File: src/rtl/snes_to_coleco_ctrl_pkg.sv
// Shared definitions for the SNES-to-ColecoVision adapter: button bit positions,
// keypad nibble codes and the pad reader state encoding.
package snes_to_coleco_ctrl_pkg;

    localparam int BTN_B     = 0;
    localparam int BTN_Y     = 1;
    localparam int BTN_SEL   = 2;
    localparam int BTN_START = 3;
    localparam int BTN_UP    = 4;
    localparam int BTN_DOWN  = 5;
    localparam int BTN_LEFT  = 6;
    localparam int BTN_RIGHT = 7;
    localparam int BTN_A     = 8;
    localparam int BTN_X     = 9;
    localparam int BTN_L     = 10;
    localparam int BTN_R     = 11;

    // Nibbles as seen on {p4,p3,p2,p1} for the ColecoVision keypad matrix
    localparam logic [3:0] KEY_1    = 4'hD;
    localparam logic [3:0] KEY_2    = 4'h7;
    localparam logic [3:0] KEY_3    = 4'hC;
    localparam logic [3:0] KEY_4    = 4'h2;
    localparam logic [3:0] KEY_STAR = 4'h6;
    localparam logic [3:0] KEY_HASH = 4'h9;
    localparam logic [3:0] KEY_NONE = 4'hF;

    typedef enum logic [1:0] {
        ST_IDLE  = 2'd0,
        ST_LATCH = 2'd1,
        ST_READ  = 2'd2,
        ST_DONE  = 2'd3
    } pad_state_t;

    // Only one key can be reported at a time; earlier entries win.
    function automatic logic [3:0] key_nibble(input logic [11:0] b);
        logic [3:0] nib;
        nib = KEY_NONE;
        if (b[BTN_START])
            nib = KEY_HASH;
        else if (b[BTN_SEL])
            nib = KEY_STAR;
        else if (b[BTN_Y])
            nib = KEY_1;
        else if (b[BTN_X])
            nib = KEY_2;
        else if (b[BTN_L])
            nib = KEY_3;
        else if (b[BTN_R])
            nib = KEY_4;
        return nib;
    endfunction

endpackage

File: src/rtl/snes_pad_reader.sv
// Periodically polls an SNES pad over latch/clock/data and commits the
// 12 button bits when the 4 trailing signature bits read as released.
module snes_pad_reader
    import snes_to_coleco_ctrl_pkg::*;
#(
    parameter int CLK_DIV  = 21,
    parameter int POLL_DIV = 59659
) (
    input  logic        clk,
    input  logic        rst,
    input  logic        snes_data,
    output logic        snes_latch,
    output logic        snes_clk,
    output logic [11:0] buttons
);

    localparam int TW = $clog2(2 * CLK_DIV);
    localparam int PW = $clog2(POLL_DIV);
    localparam logic [TW-1:0] T_LOW_END  = TW'(CLK_DIV - 1);
    localparam logic [TW-1:0] T_SLOT_END = TW'(2 * CLK_DIV - 1);
    localparam logic [PW-1:0] POLL_END   = PW'(POLL_DIV - 1);

    pad_state_t     state;
    pad_state_t     next_state;
    logic [1:0]     data_sync;
    logic           sync_data;
    logic [PW-1:0]  poll_cnt;
    logic           poll_tick;
    logic [TW-1:0]  tmr;
    logic [3:0]     bit_idx;
    logic [15:0]    shadow;

    // Pad data is asynchronous to clk; it idles high, so the chain does too.
    always_ff @(posedge clk) begin
        if (rst)
            data_sync <= 2'b11;
        else
            data_sync <= {data_sync[0], snes_data};
    end

    assign sync_data = data_sync[1];

    always_ff @(posedge clk) begin
        if (rst)
            poll_cnt <= '0;
        else if (poll_cnt == POLL_END)
            poll_cnt <= '0;
        else
            poll_cnt <= poll_cnt + 1'b1;
    end

    assign poll_tick = (poll_cnt == POLL_END);

    always_ff @(posedge clk) begin
        if (rst)
            state <= ST_IDLE;
        else
            state <= next_state;
    end

    always_comb begin
        next_state = state;
        snes_latch = 1'b0;
        snes_clk   = 1'b1;
        case (state)
            ST_IDLE: begin
                if (poll_tick)
                    next_state = ST_LATCH;
            end
            ST_LATCH: begin
                snes_latch = 1'b1;
                if (tmr == T_SLOT_END)
                    next_state = ST_READ;
            end
            ST_READ: begin
                snes_clk = (tmr > T_LOW_END);
                if (tmr == T_SLOT_END && bit_idx == 4'd15)
                    next_state = ST_DONE;
            end
            ST_DONE: begin
                next_state = ST_IDLE;
            end
            default: begin
                next_state = ST_IDLE;
            end
        endcase
    end

    // The pad drives low for pressed, so the inverted sample lands in shadow.
    always_ff @(posedge clk) begin
        if (rst) begin
            tmr     <= '0;
            bit_idx <= '0;
            shadow  <= '0;
            buttons <= '0;
        end else begin
            case (state)
                ST_IDLE: begin
                    tmr <= '0;
                end
                ST_LATCH: begin
                    bit_idx <= '0;
                    shadow  <= '0;
                    tmr     <= (tmr == T_SLOT_END) ? '0 : tmr + 1'b1;
                end
                ST_READ: begin
                    if (tmr == T_LOW_END)
                        shadow[bit_idx] <= ~sync_data;
                    if (tmr == T_SLOT_END) begin
                        tmr     <= '0;
                        bit_idx <= bit_idx + 1'b1;
                    end else begin
                        tmr <= tmr + 1'b1;
                    end
                end
                ST_DONE: begin
                    if (shadow[15:12] == 4'h0)
                        buttons <= shadow[11:0];
                end
                default: begin
                    tmr <= '0;
                end
            endcase
        end
    end

endmodule

File: src/rtl/snes_to_coleco_ctrl.sv
// One SNES pad presented as a ColecoVision controller port; the glue block's
// select strobes choose between joystick and keypad views of the buttons.
module snes_to_coleco_ctrl
    import snes_to_coleco_ctrl_pkg::*;
#(
    parameter int CLK_DIV  = 21,
    parameter int POLL_DIV = 59659
) (
    input  logic        clk,
    input  logic        rst,
    input  logic        cp5_arm,
    input  logic        cp8_fire,
    input  logic        snes_data,
    output logic        snes_latch,
    output logic        snes_clk,
    output logic        p1,
    output logic        p2,
    output logic        p3,
    output logic        p4,
    output logic        p6,
    output logic        p7,
    output logic        p9,
    output logic [11:0] buttons
);

    logic [3:0] nib_next;
    logic       fire_next;

    snes_pad_reader #(
        .CLK_DIV  (CLK_DIV),
        .POLL_DIV (POLL_DIV)
    ) u_reader (
        .clk        (clk),
        .rst        (rst),
        .snes_data  (snes_data),
        .snes_latch (snes_latch),
        .snes_clk   (snes_clk),
        .buttons    (buttons)
    );

    // Joystick select wins when the glue drives both strobes low.
    always_comb begin
        nib_next  = 4'hF;
        fire_next = 1'b1;
        if (!cp8_fire) begin
            nib_next  = {~buttons[BTN_RIGHT], ~buttons[BTN_LEFT],
                         ~buttons[BTN_DOWN],  ~buttons[BTN_UP]};
            fire_next = ~buttons[BTN_B];
        end else if (!cp5_arm) begin
            nib_next  = key_nibble(buttons);
            fire_next = ~buttons[BTN_A];
        end
    end

    always_ff @(posedge clk) begin
        if (rst) begin
            {p4, p3, p2, p1} <= 4'hF;
            p6               <= 1'b1;
        end else begin
            {p4, p3, p2, p1} <= nib_next;
            p6               <= fire_next;
        end
    end

    // No spinner is emulated.
    assign p7 = 1'b1;
    assign p9 = 1'b1;

endmodule
File: config.mk
export PLATFORM = sky130hd
export DESIGN_NAME = snes_to_coleco_ctrl
export DESIGN_NICKNAME = d
export VERILOG_FILES = /design/src/rtl/snes_to_coleco_ctrl_pkg.sv /design/src/rtl/snes_pad_reader.sv /design/src/rtl/snes_to_coleco_ctrl.sv
export SDC_FILE = /design/constraint.sdc
export NUM_CORES = 1
export LEC_CHECK = 0
export BUFFER_PORTS_ARGS = -buffer_cell sky130_fd_sc_hd__buf_4
export CORE_MARGIN = 4
export CORE_UTILIZATION = 35
export DETAILED_ROUTE_END_ITERATION = 10
export MAX_ROUTING_LAYER = met4
export SYNTH_ARGS = -nofsm -noshare
export SYNTH_HDL_FRONTEND = slang
export SYNTH_HIERARCHICAL = 1
export SYNTH_SLANG_ARGS = --single-unit
File: constraint.sdc
create_clock -name clk -period 1.7 [get_ports clk]
set_input_delay 0.34 -clock clk [delete_from_list [all_inputs] [get_ports clk]]
set_output_delay 0.34 -clock clk [all_outputs]
set_load 0.05 [all_outputs]
======== Yosys cells after proc, flatten, opt, wreduce, memory -nomap -nowiden ========
Cells that the tools add are included.
word-level totals
  word-level logic and storage cells ...... 74
  flip-flop bits (word level) ............. 63
  input port bits ......................... 5
  output and inout bits ................... 21
cells by class
  bitwise logic cells ..................... 7
  muxes and demuxes ....................... 25
  magnitude comparators ................... 3
  add/subtract/negate cells ............... 3
  equality and inequality tests ........... 12
  reductions and logical operators ........ 12
operators by type and width
  kind                     count
  $mux W4                  9
  $pmux W16 S2             1
  $add A16 B1 Y16 const B  1
  $bwmux W16               1
  $eq A16 B16 Y1 const B   1
  $mux W16                 1
  $pmux W6 S2              1
  $ne A2 B1 Y1 const B     5
  $pmux W2 S4              1
  $pmux W4 S2              1
  $not A1 Y1               7
  $add A6 B1 Y6 const B    1
  $eq A6 B5 Y1 const B     1
  $eq A6 B6 Y1 const B     1
  $gt A6 B5 Y1 const B     1
  $mux W2                  3
  $mux W6                  1
  $reduce_and A2 Y1        3
  $lt A4 B5 Y1 const B     1
  $mux W1                  5
  $add A4 B1 Y4 const B    1
  $demux W1 S4             1
  $eq A2 B2 Y1 const B     2
  $eq A4 B4 Y1 const B     1
  8 further kinds          11

======== Logic depth before layout (Yosys ltp) ========
Gate-level depths: netlist of the first run.
  depth after elaboration ................. 8
  gate-level depth with buffers ........... 8
  gate-level depth less buffers ........... 6

======== Hierarchy ========
The synthesis of the first run kept the hierarchy.
by module, submodules not included
  module               instances  cells each  area an instance (um^2)
  snes_pad_reader      1          325         2840.2
  snes_to_coleco_ctrl  1          36          285.3

======== Least setup slack after synthesis of the first run ========
Ideal clock, no wire load.
  kind .................................... register to output
  from .................................... reg u_reader.state[0]
  to ...................................... out snes_clk
  path buffers ............................ 1
  arrival ................................. 1389 ps
  stages on the path, launching flop included .. 6
  setup slack ............................. -29 ps
  cell sequence ........................... dfxtp_1 inv_1 ha_1 nor2b_1 clkbuf_1 nand2_1
on the way
  longest elaborated chain between the ends .. 2
ends and longest elaborated chain
  what                    line                       RTL
  start, declared         snes_pad_reader.sv:23      pad_state_t state;
  start signal, assigned  snes_pad_reader.sv:58      state <= next_state;
  $eq A2 B2 Y1            snes_pad_reader.sv:65      case (state)
  $mux W1                 snes_pad_reader.sv:65
  end, declared           snes_to_coleco_ctrl.sv:15  output logic snes_clk,
No other way between the ends.

======== Worst setup path after layout of the first run ========
Ends and elaborated chain as after synthesis.

==> results of run 1 <==
==> metal layers <==
metal  vias up  share of wire  global-route usage
met3         2          0.045              0.0419
met2        48           0.47               0.221
li1       1348              -                   -
met1      1251           0.48               0.177
met5         -              0                   -
met4         0         0.0016              0.0353
==> flip-flops by register name, summed over array words and instances (netlist names), 2 cells and up <==
signal / count
u_reader/poll_cnt: 16
u_reader/shadow: 16
u_reader/buttons: 12
u_reader/tmr: 6
u_reader/bit_idx: 4
u_reader/data_sync: 2
u_reader/state: 2
==> critical path: stages, from the launching register on <==
cell and delay [ns]:
dfxtp_2 0.32, inv_1 0.09, ha_2 0.20, nor2b_4 0.15
nand2_2 0.06, buf_8 0.15
==> worst max-delay path by stage <==
stage / startpoint / cells past startpoint / end
2_1_floorplan: u_reader/state[0] / 5 / snes_clk
3_3_place_gp: u_reader/poll_cnt[0] / 6 / u_reader/state[1]
3_5_place_dp: u_reader/poll_cnt[0] / 6 / u_reader/state[1]
4_1_cts: u_reader/poll_cnt[0] / 6 / u_reader/state[1]
5_1_grt: u_reader/state[0] / 5 / snes_clk
6_report: u_reader/state[0] / 5 / snes_clk
==> synthesized netlist by cell type (3+ instances only) <==
master    instances
o22ai_1           3
o21ai_0          13
clkbuf_1         10
or2_2             3
dfxtp_1          63
nand3b_1          9
mux2i_1          14
nor2b_1          11
nand3_1          33
a21oi_1          16
buf_4             4
ha_1             14
xor2_1            8
nand2_1          12
a21boi_0         10
and2_1            4
and3_1            4
nor3_1            5
a31oi_1          10
inv_1            15
nor2_1           38
or3_1             3
buf_2             5
xnor2_1           8
nand4_1          12
==> area by class of cell <==
class | count | area, um^2
clock inverters | 3 | 17.5
multi-input cells | 263 | 1780
fillers | 868 | 4920
repair buffers | 47 | 377
well taps | 108 | 135
clock buffers | 13 | 159
flip-flops and latches | 63 | 1270
inverters | 15 | 56.3
==> what timing repair did <==
item,4_1_cts,5_1_grt
endpoints found under the setup margin,2,14
setup buffers,2,2
gates resized for setup,11,17
endpoints found under the hold margin,0,0
pin swaps,3,7
==> metrics by stage <==
step	worst slack (ns)	cell area [um^2]	std cells	utilization	hold WS, ns
final	0.0548	3800	512	0.436	0.189
after global routing	-0.0510	3800	512	0.436	0.159
after CTS	-0.00209	3720	510	0.427	0.162
after detailed placement	-0.00867	3500	492	0.402	0.414
after global placement	0.00846	3500	492	0.402	0.406
after floorplan	0.0661	3130	362	-	0.389
==> kinds of logic (layout without fill, tap and decap cells) <==
group / Yosys count / in the layout / synth area share
AO/OA/AOI/OAI: 63 / 63 / 0.126
XOR/XNOR: 16 / 16 / 0.0448
adder cells (fa/ha/maj): 14 / 14 / 0.0560
buffers and inverters: 36 / 78 / 0.0500
flip-flops: 63 / 63 / 0.404
multiplexers: 14 / 14 / 0.0448
other: 1 / 2 / 0.00120
AND/OR/NAND/NOR: 154 / 154 / 0.273
==> power breakdown <==
group | internal (uW) | switching (uW)
Clock | 605 | 553
Sequential | 1490 | 9.09
Combinational | 26.0 | 50.2
==> results.yml, run 1 <==
route:
  wl_per_cell_um: 13.3
  routed_wl_um: 6820
  drc_errors: 0
  vias: 2649
  viasPerCell: 5.17
  drtPass1Iterations: 4
  drt_iter0_markers: 96
  detail-route-antenna-nets: 0
logic_synthesis:
  yosys_register_bits: 63
  synthTopCellsByArea: "dfxtp_1 40%, ha_1 5.6%, nand3_1 5.3%"
  synth-edff-count: 0
  synth_top_area_cell: "dfxtp_1"
  syn-mean-instance-area_um2: 8.66
  yosysWarnings: 6
  yosys_most_used_dff: "dfxtp_1"
  syn_area_um2: 3130
  seq_area_frac_synth: 0.404
  synthCells: 361
  async_flop_share: 0
  synth.distinct_cells: 51
  synth.top_cell.area_share: 0.404
setup_path:
  r2r_cells: 4
  cp_max_fo: 2
  timing.rr.start: "u_reader/poll_cnt[7]"
  critPathRequiredTime_ns: 1.36
  worstPathArrival_ns: 1.31
  r2r_end: "u_reader/state[1]"
  rrSetupSlack_ns: 0.07
  critPathCaptureType: "output port"
  crit_type: "reg2out"
  start_kind: "flop"
die:
  rows: 34
  die_x_um: 103
  die_h_um: 103
  initial_core_util: 0.358
  dieArea_um2: 10500
  pin_count: 26
  coreArea_um2: 8720
status:
  outcome: "finished, final reports clean"
clock_network:
  cts_tree: "built"
  clk_pin_slew_ns: 0.07
  clock_sinks: 63
  cts_root_buf: "clkbuf_8"
  clk-insertion-delay-late_ns: 0.33
  numCtsBuffers: 9
  cts.path.max_buffers: 2
  htree_levels: 3
  cts_hold_buf: 0
min_path:
  hold_depth: 2
  hold_end: "u_reader/data_sync[0]"
  hold_path_class: "in2reg"
  hold_start: "snes_data"
finish:
  drive_gt1_frac: 0.225
  antenna_cells: 0
  final_cell_mix: "55 x dfxtp_1, 44 x buf_4, 38 x nor2_1"
  final_common_cell: "dfxtp_1"
  area.growth.synth_to_final_pct: 21.5
  final_nets: 418
timing:
  setup_violations: 0
  final_hold_viol_count: 0
  post-route-period-util: 0.968
  rsz0062_at_grt: "true"
  max_clock_freq_mhz: 608
  finClkSkew_ns: 0.00833
  min_period_ns: 1.65
  drv_slew: 0
  finalSetupTns_ns: 0
global_routing:
  grt_max_degree: 29
  grt_pass1_vias: 2504
  track_usage: 0.141
  grt_pass1_wl_um: 11500
  grt_overflow: 0
  antenna_found_initial: 0
place:
  place.gp.congestion: 0.782
  io_buffers: 23
  dpl.hpwl_um: 4730
flow_run:
  cap_violations: 0
power:
  irDropWorstVdd_mv: 0.375
  power.density_nw_per_um2: 718
  total_power_uw: 2730
  p_leak_uw: 0.00134
Note: power is estimated with default switching activity, not from simulation.
==> run 2: changes to the inputs <==
CORE_MARGIN = 8   (was 4)
==> run 2 against run 1 <==
- worst setup slack lost 0.0042 ns
- via count up 0.19%
- clock skew is 0.0049 ns higher
- non-clock buffer count is the same
- first-iteration DRC count is 51% higher
- register-to-register slack improved by 0.05 ns
- clock-buffer cell count decreased by 3
- core utilization is 0.76 points higher
- routed wire length up 1.7%
- hold slack better by 0.0019 ns
- largest cell class unchanged
==> results.yml, run 2 (synthesis results as in run 1) <==
status:
  outcome: "finished, final reports clean"
setup_path:
  crit_type: "reg2out"
  critPathRequiredTime_ns: 1.36
  crit_slowest_cell: "dfxtp_2"
  path_cells: "inv_2 -> ha_4 -> nor2b_2 -> o21ai_2 -> nand2_2 -> buf_8"
  worstPathArrival_ns: 1.31
  cp_max_fo: 2
  path_buf_inv: 2
  start_kind: "flop"
  slowest_delay_ns: 0.34
  r2r_cells: 5
  critPathCaptureType: "output port"
  crit_family: "flip-flops"
  cp_num_cells: 6
place:
  dpl.cell_count: 493
  dpl.hpwl_um: 4850
  place.gp.congestion: 0.780
  io_buffers: 23
clock_network:
  cts.path.max_buffers: 2
  cts_hold_buf: 0
  cts_root_buf: "clkbuf_8"
  numCtsBuffers: 9
  cts_tree: "built"
  clk_pin_slew_ns: 0.07
  clk-insertion-delay-late_ns: 0.35
  clock_sinks: 63
  htree_levels: 3
timing:
  slew_headroom: 0.626
  finalSetupTns_ns: 0
  drv_slew: 0
  min_period_ns: 1.65
  rsz0062_at_grt: "true"
  setup_violations: 0
  max_clock_freq_mhz: 606
  worst_pin_slew_ns: 0.559
  post-route-period-util: 0.970
  finClkSkew_ns: 0.0132
  final_hold_viol_count: 0
global_routing:
  grt_pass1_wl_um: 11900
  grt_overflow: 0
  grt_max_degree: 29
  grt_pass1_vias: 2611
  antenna_found_initial: 0
  track_usage: 0.116
route:
  detail-route-antenna-nets: 0
  vias: 2654
  routed_wl_um: 6930
  drc_errors: 0
  drt_iter0_markers: 145
  wl_per_cell_um: 13.5
  viasPerCell: 5.18
  drtPass1Iterations: 5
die:
  initial_core_util: 0.360
  rows: 34
  pin_count: 26
  die_x_um: 111
  coreArea_um2: 8680
  dieArea_um2: 12200
  die_h_um: 111
power:
  power.density_nw_per_um2: 814
  p_leak_uw: 0.00137
  irDropWorstVdd_mv: 0.443
finish:
  antenna_cells: 0
  layout.cells.non_filler: 512
  drive_gt1_frac: 0.220
  area.growth.synth_to_final_pct: 23.1
  final_nets: 418
  largestRegisters: "u_reader/poll_cnt: 16 flops, u_reader/shadow: 16 flops, u_reader/buttons: 12 flops"
  final_cell_mix: "57 x dfxtp_1, 45 x buf_4, 38 x nor2_1"
  final_common_cell: "dfxtp_1"
min_path:
  hold_path_class: "in2reg"
  hold_depth: 2
flow_run:
  cap_violations: 0
==> run 2: worst paths after layout <==
path / from / endpoint / slack, ns
worst max-delay path: u_reader/tmr[1] / snes_clk / 0.05
worst min-delay path: snes_data / u_reader/data_sync[0] / 0.19
worst max register to register: u_reader/poll_cnt[1] / u_reader/poll_cnt[14] / 0.12
worst min register to register: u_reader/data_sync[0] / u_reader/data_sync[1] / 0.41
==> run 2: cell type report <==
type                       count  area [um^2]
fill                         869         4830
multi-input combinational    263         1780
sequential                    63         1270
timing repair buffer          47          373
tap                          108          135
clock buffer                  10          128
clock inverter                 6          109
inverter                      15         56.3
==> run 2: per-stage QoR <==
step	hold WS, ns	setup WS, ns	utilization	power, uW	area [um^2]
after detailed placement	0.399	0.0762	0.404	1600	3510
after floorplan	0.389	0.0661	-	1580	3130
after global routing	0.177	-0.0320	0.443	3240	3850
after global placement	0.393	0.0873	0.404	1600	3510
after CTS	0.177	0.00120	0.436	3170	3780
final	0.191	0.0507	0.443	3130	3850
==> run 2: power by group <==
group | switching [uW] | internal [uW]
clock network | 594 | 972
registers | 7.27 | 1480
logic | 48.6 | 24.4
==> run 2: timing repair <==
| action | 4_1_cts | 5_1_grt |
|---|---|---|
| setup buffers | 2 | 1 |
| endpoints found under the setup margin | 1 | 12 |
| resized for setup | 9 | 14 |
| pin swaps | 1 | 6 |
==> run 2: per-layer routing <==
layer  vias up  global-route usage  share of wire  routed length [um]
met5         -                   -              0                   0
met4         0              0.0432         0.0045                  31
met3         4              0.0363          0.050                 349
met2        58               0.184           0.47                3270
met1      1245               0.136           0.47                3280
li1       1347                   -              -                   -
